===== src/rtl/key_gen_pkg.sv =====
// Shared types and constants for the key bounce generator.
package key_gen_pkg;

  typedef enum logic [1:0] {
    IDLE      = 2'd0,
    PRESS_BNC = 2'd1,
    HOLD      = 2'd2,
    REL_BNC   = 2'd3
  } state_e;

  // Taps for x^16 + x^14 + x^13 + x^11 + 1 (bits 15, 13, 12, 10)
  localparam logic [15:0] LFSR_TAPS = 16'hB400;

  // Clock cycles per millisecond
  function automatic int unsigned ms_cycles(input int unsigned clk_freq);
    return clk_freq / 1000;
  endfunction

endpackage


===== src/rtl/key_lfsr16.sv =====
// 16-bit Fibonacci LFSR, shifts left with feedback into bit 0, steps on adv_i.
import key_gen_pkg::*;

module key_lfsr16 #(
  parameter logic [15:0] SEED = 16'hACE1
) (
  input  logic        clk_i,
  input  logic        rst_i,
  input  logic        adv_i,
  output logic [15:0] q_o
);

  // advance once per segment load
  always_ff @(posedge clk_i) begin
    if (rst_i)      q_o <= SEED;
    else if (adv_i) q_o <= {q_o[14:0], ^(q_o & LFSR_TAPS)};
  end

endmodule


===== src/rtl/key_bounce_gen.sv =====
// Bouncing key waveform generator: press bounce, clean hold, release bounce.
// Build option KEY_BOUNCE_LFSR_EN: pseudo-random bounce segment lengths from
// an LFSR; without it every segment is 2^(SEG_W-1) cycles.
import key_gen_pkg::*;

module key_bounce_gen #(
  parameter int unsigned CLK_FREQ       = 100000000,
  parameter logic        PRESS_LEVEL    = 1'b0,
  parameter int unsigned BOUNCE_TOGGLES = 6,
  parameter int unsigned SEG_W          = 12,
  parameter logic [15:0] SEED           = 16'hACE1
) (
  input  logic        clk_i,
  input  logic        rst_i,
  input  logic        start_i,
  input  logic [15:0] hold_ms_i,
  output logic        key_o,
  output logic        busy_o,
  output logic        done_o,
  output logic [7:0]  edge_cnt_o
);

  localparam int unsigned MS_CYCLES  = ms_cycles(CLK_FREQ);
  localparam logic        IDLE_LEVEL = ~PRESS_LEVEL;
  localparam int          CW         = SEG_W + 1;
  localparam int          TW         = $clog2(BOUNCE_TOGGLES + 2);

  state_e          state_q, state_d;
  logic [CW-1:0]   seg_q, seg_d, seg_load;
  logic [TW-1:0]   tog_q, tog_d;
  logic [31:0]     hold_q, hold_d;
  logic            key_d, busy_d, done_d, adv, phase_end;
  logic [7:0]      ecnt_d;

`ifdef KEY_BOUNCE_LFSR_EN
  logic [15:0] lfsr_q;

  key_lfsr16 #(.SEED(SEED)) u_lfsr (
    .clk_i (clk_i),
    .rst_i (rst_i),
    .adv_i (adv),
    .q_o   (lfsr_q)
  );

  assign seg_load = CW'(lfsr_q[SEG_W-1:0]) + CW'(1);
`else
  // Fixed-length segments; the advance strobe has no consumer here.
  wire unused_adv = adv;
  assign seg_load = CW'(1) << (SEG_W - 1);
`endif

  // next-state, waveform and status decode
  always_comb begin
    state_d   = state_q;
    seg_d     = seg_q;
    tog_d     = tog_q;
    hold_d    = hold_q;
    key_d     = key_o;
    busy_d    = busy_o;
    done_d    = 1'b0;
    adv       = 1'b0;
    phase_end = 1'b0;
    unique case (state_q)
      IDLE: begin
        if (start_i) begin
          state_d = PRESS_BNC;
          key_d   = PRESS_LEVEL;
          busy_d  = 1'b1;
          seg_d   = seg_load;
          adv     = 1'b1;
          tog_d   = '0;
          hold_d  = 32'(hold_ms_i) * 32'(MS_CYCLES);
        end
      end
      PRESS_BNC, REL_BNC: begin
        if (BOUNCE_TOGGLES == 0) begin
          phase_end = 1'b1;
        end else if (seg_q == CW'(1)) begin
          key_d = ~key_o;
          tog_d = tog_q + TW'(1);
          seg_d = seg_load;
          adv   = 1'b1;
          // last toggle ends the phase on the same edge
          if (tog_q == TW'(BOUNCE_TOGGLES - 1)) phase_end = 1'b1;
        end else begin
          seg_d = seg_q - CW'(1);
        end
        if (phase_end) begin
          if (state_q == PRESS_BNC) begin
            state_d = HOLD;
            key_d   = PRESS_LEVEL;
          end else begin
            state_d = IDLE;
            key_d   = IDLE_LEVEL;
            busy_d  = 1'b0;
            done_d  = 1'b1;
          end
        end
      end
      HOLD: begin
        // zero or one remaining cycle: leave now with the release edge
        if (hold_q <= 32'd1) begin
          state_d = REL_BNC;
          key_d   = IDLE_LEVEL;
          seg_d   = seg_load;
          adv     = 1'b1;
          tog_d   = '0;
        end else begin
          hold_d = hold_q - 32'd1;
        end
      end
      default: state_d = IDLE;
    endcase
    ecnt_d = edge_cnt_o;
    if ((key_d != key_o) && (edge_cnt_o != 8'd255)) ecnt_d = edge_cnt_o + 8'd1;
  end

  // state and registered outputs
  always_ff @(posedge clk_i) begin
    if (rst_i) begin
      state_q    <= IDLE;
      seg_q      <= '0;
      tog_q      <= '0;
      hold_q     <= '0;
      key_o      <= IDLE_LEVEL;
      busy_o     <= 1'b0;
      done_o     <= 1'b0;
      edge_cnt_o <= '0;
    end else begin
      state_q    <= state_d;
      seg_q      <= seg_d;
      tog_q      <= tog_d;
      hold_q     <= hold_d;
      key_o      <= key_d;
      busy_o     <= busy_d;
      done_o     <= done_d;
      edge_cnt_o <= ecnt_d;
    end
  end

endmodule


===== config.mk =====
export PLATFORM = sky130hd
export DESIGN_NAME = key_bounce_gen
export DESIGN_NICKNAME = d
export VERILOG_FILES = /design/src/rtl/key_gen_pkg.sv /design/src/rtl/key_lfsr16.sv /design/src/rtl/key_bounce_gen.sv
export SDC_FILE = /design/constraint.sdc
export NUM_CORES = 1
export LEC_CHECK = 0
export CORE_UTILIZATION = 57
export CTS_CLUSTER_DIAMETER = 120
export DETAILED_ROUTE_END_ITERATION = 12
export PLACE_DENSITY = 0.76
export SLEW_MARGIN = 20
export SYNTH_ARGS = -nofsm -noshare
export SYNTH_HDL_FRONTEND = slang
export SYNTH_SLANG_ARGS = --single-unit

===== constraint.sdc =====
create_clock -name clk_i -period 6.8 [get_ports clk_i]
set_input_delay 1.36 -clock clk_i [delete_from_list [all_inputs] [get_ports clk_i]]
set_output_delay 1.36 -clock clk_i [all_outputs]
set_load 0.02 [all_outputs]

==> results.yml <==
drt:
  drt-vias-per-instance: 5.929
  postRouteAntennaNets: 0
  route.vias.total: 5982
  route.detailed.drc: 6
  wire_per_inst_um: 16.14
  drtIter0Drc: 334
  detail_route.wirelength_mm: 16.29
  dr.pass1.iters: 9
worst_setup_path:
  reg2reg_to: "seg_q[8]$_SDFFE_PP0P_"
  reg2reg_depth: 7
  worst_r2r_startpoint: "state_q[0]$_SDFFE_PP0P_"
  crit_end: "hold_q[29]$_SDFFE_PP0P_"
  critical_path_required_ns: 7.06
  worst-endpoint-arrival_ns: 6.41
  path_class: "in2reg"
  critical_path.max_fanout: 6
  start_point_of_the_critical_path: "hold_ms_i[2]"
  crit_path_end_kind: "flip-flop"
  crit_path_start_kind: "input port"
  setup_slack_on_the_worst_flop_to_flop_path_ns: 2.55
sta:
  shortest_clock_period_the_worst_path_allows_after_layout_ns: 6.153
  hold_slack_ns: 0.4626
  worst_slew_margin: 0.3345
  finalWorstSetupSlack_ns: 0.6473
  grt_setup_unrepaired: "no"
  report.final.setup_viol: 0
  max_slew.worst_pin.slew_ns: 0.9982
  final_hold_viol_count: 0
  min_period_over_period: 0.9048
  maxSlewViolCount: 0
  timing.setup.tns_ns: 0
  worst_clock_skew_ns: 0.009717
  fmax_achieved_ghz: 0.1625
pwr:
  switching_power_uw: 1807
  irDropWorstVdd_mv: 0.2750
  comb_power_share: 0.701
  cellPowerDensity_nw_per_um2: 478.5
  p_sw_frac: 0.5015
  clock_power_share: 0.133
  power_leakage_uw: 0.003452
  power.share.sequential: 0.166
  internal_power_uw: 1796
yosys:
  ys_top_cells_by_area: "ha_1 (22%), dfxtp_1 (18%), fa_1 (11%), inv_1 (6.4%), a21oi_1 (4.3%)"
  yosys.area.top_type: "ha_1"
  yosysTopAreaCellShare: 0.2207
  synth_cells: 841
  synth_edf_count: 0
  synth-warning-count: 0
  postSynthNetCount: 1016
  mappedNetlistArea_um2: 6804
  seq_area_frac_synth: 0.1795
  synthesis.area_per_instance_um2: 8.090
  synth.lib_cells_used.distinct: 57
  synth_seq_cells: 61
  async_flop_share: 0
  synth_flop_cell: "dfxtp_1"
final_layout:
  num_antenna_cells: 0
  final_core_util: 0.6540
  final-seq-area_um2: 1221
  fillCellCount: 1020
  final_cell_count_no_fill: 1009
  flow.area_growth_from_synthesis_pct: 10.68
  finish.net_count: 1036
  drive_above_1_share: 0.04388
  multi_input_comb_area_um2: 5059
floorplan:
  die_height_um: 111.3
  die_footprint_um2: 12380
  dieWidth_um: 111.3
  pin_count: 30
  placeableCoreArea_um2: 11520
  initial_core_util: 0.5908
  std_cell_rows: 39
clock_network:
  insertion_delay_ns: 0.34
  clockBufferDepth: 2
  clk_pin_slew_ns: 0.06
  numClockSinks: 61
  htreeDepth: 3
  cts_hold_repair.buffers: 0
  cts_setup_buffers: 0
  clock_tree_from_tritoncts: "done"
  cts-root-buf: "clkbuf_16"
  tritoncts.num_buffers: 9
  cts_resized: 0
run:
  max-cap-violations: 0
global_route:
  grt_pass1_wl_mm: 28.25
  gr-total-overflow: 0
  grt_antenna_before_repair: 0
  groute.usage.overall: 0.2798
  maximum_number_of_pins_on_one_net_before_global_route_repair: 58
  first_global_vias: 5884
placement:
  count_of_buffers_from_port_buffering: 29
  dp.cells: 993
  place.detailed.hpwl_mm: 12.60
  preCtsSetupSlack_ns: 0.3447
  placer_s_final_routability_congestion_estimate: 0.9055
run_status:
  violations: "design-rule violations"
  outcome: "complete, but fails checks"
worst_hold_path:
  timing.hold.worst.class: "reg2reg"
==> cell families (layout without fill, tap and decap cells) <==
| kind of cell | count (synthesis) | after routing | synth area share |
|---|---|---|---|
| mux | 6 | 6 | 0.009011 |
| xor+xnor | 36 | 36 | 0.04634 |
| simple gates | 250 | 250 | 0.1874 |
| fa+ha+maj | 156 | 156 | 0.3266 |
| buf+inv | 141 | 166 | 0.07797 |
| flops | 61 | 61 | 0.1795 |
| compound gates | 191 | 191 | 0.1732 |
==> sequential cells by signal, summed over array words and instances, names as in the netlist <==
signal,cells
tog_q,3
hold_q,32
done_o,1
edge_cnt_o,8
seg_q,13
state_q,2
busy_o,1
key_o,1
==> routing by layer <==
metal / vias to the layer above / global-route usage / routed length (um) / part of all wire
met4: 0 / 0.06847 / 182 / 0.011
met2: 153 / 0.4667 / 7678 / 0.47
met5: - / 0 / 0 / 0
met3: 24 / 0.03609 / 616 / 0.038
li1: 2994 / - / - / -
met1: 2811 / 0.3827 / 7809 / 0.48
==> cell usage in the layout (no fill, tap or decap), drive strengths merged, types with 5 or more instances in the layout <==
cell type / n
ha: 120
nand4: 7
xor2: 7
a211oi: 12
or3: 18
nor2: 68
o22ai: 8
o21a: 7
o21ai: 47
fa: 36
nand4b: 5
nor4: 13
nor3: 34
dfxtp: 61
xnor2: 29
a22oi: 7
o31ai: 8
clkdlybuf4s50: 29
or4: 11
a21o: 11
clkbuf: 13
inv: 116
nand2: 54
nand3: 19
a21oi: 59
mux2i: 5
==> worst min path at each step <==
| stage | start | to | slack [ns] | cells after the start |
|---|---|---|---|---|
| after floorplan | hold_q[23]$_SDFFE_PP0P_ | hold_q[23]$_SDFFE_PP0P_ | 0.43 | 2 |
| after global placement | hold_q[23]$_SDFFE_PP0P_ | hold_q[23]$_SDFFE_PP0P_ | 0.44 | 2 |
| after detailed placement | hold_q[23]$_SDFFE_PP0P_ | hold_q[23]$_SDFFE_PP0P_ | 0.45 | 2 |
| after CTS | hold_q[23]$_SDFFE_PP0P_ | hold_q[23]$_SDFFE_PP0P_ | 0.46 | 2 |
| after global routing | hold_q[23]$_SDFFE_PP0P_ | hold_q[23]$_SDFFE_PP0P_ | 0.47 | 2 |
| final | hold_q[23]$_SDFFE_PP0P_ | hold_q[23]$_SDFFE_PP0P_ | 0.46 | 2 |
==> through the flow <==
| stage | area, um^2 | total power, uW |
|---|---|---|
| floorplan | 6804 | 2502 |
| global placement | 7218 | 2976 |
| detailed placement | 7218 | 3067 |
| CTS | 7531 | 3578 |
| global route | 7531 | 3975 |
| finish | 7531 | 3604 |
==> cells in the mapped netlist, drive strengths merged, types with 2 or more instances <==
| cell | count |
|---|---|
| a211oi | 12 |
| a21boi | 2 |
| a21o | 11 |
| a21oi | 59 |
| a22oi | 7 |
| a31o | 4 |
| a31oi | 4 |
| a41oi | 2 |
| and3 | 3 |
| buf | 2 |
| clkbuf | 22 |
| dfxtp | 61 |
| fa | 36 |
| ha | 120 |
| inv | 116 |
| mux2i | 5 |
| nand2 | 54 |
| nand2b | 3 |
| nand3 | 19 |
| nand4 | 7 |
| nand4b | 5 |
| nor2 | 68 |
| nor2b | 4 |
| nor3 | 34 |
| nor3b | 2 |
| nor4 | 13 |
| nor4b | 2 |
| o211ai | 4 |
| o21a | 7 |
| o21ai | 47 |
| o21bai | 4 |
| o22ai | 8 |
| o31a | 3 |
| o31ai | 8 |
| o32ai | 3 |
| or2 | 3 |
| or3 | 18 |
| or4 | 11 |
| or4b | 2 |
| xnor2 | 29 |
| xor2 | 7 |
==> worst max-delay path, cell delays in order <==
cell and delay, ns:
clkdlybuf4s50_1 0.54, ha_1 0.39, ha_1 0.36, xor2_1 0.18, ha_1 0.18, a31o_2 0.22, fa_1 0.50, inv_1 0.05
fa_1 0.53, inv_1 0.04, ha_1 0.36, nand3_1 0.11, or3_1 0.34, nor2_1 0.10, o221ai_1 0.21, o22ai_1 0.28
o22ai_1 0.13, or4_1 0.40, o211ai_1 0.11
==> power groups by stage <==
stage               combinational [uW]  clock, uW  sequential, uW
floorplan                         1920          0             583
global placement                  2390          0             589
detailed placement                2470          0             598
CTS                               2500        484             595
global route                      2860        501             614
finish                            2520        481             598
==> final cells by class <==
class                           instances  area share
Clock buffer                           13     0.03589
Clock inverter                          3    0.005649
Inverter                              117     0.05832
Multi-Input combinational cell        639      0.6717
Sequential cell                        61      0.1622
Tap cell                              143     0.02376
Timing Repair Buffer                   33     0.04253
Note: power is estimated with default switching activity, not from simulation.
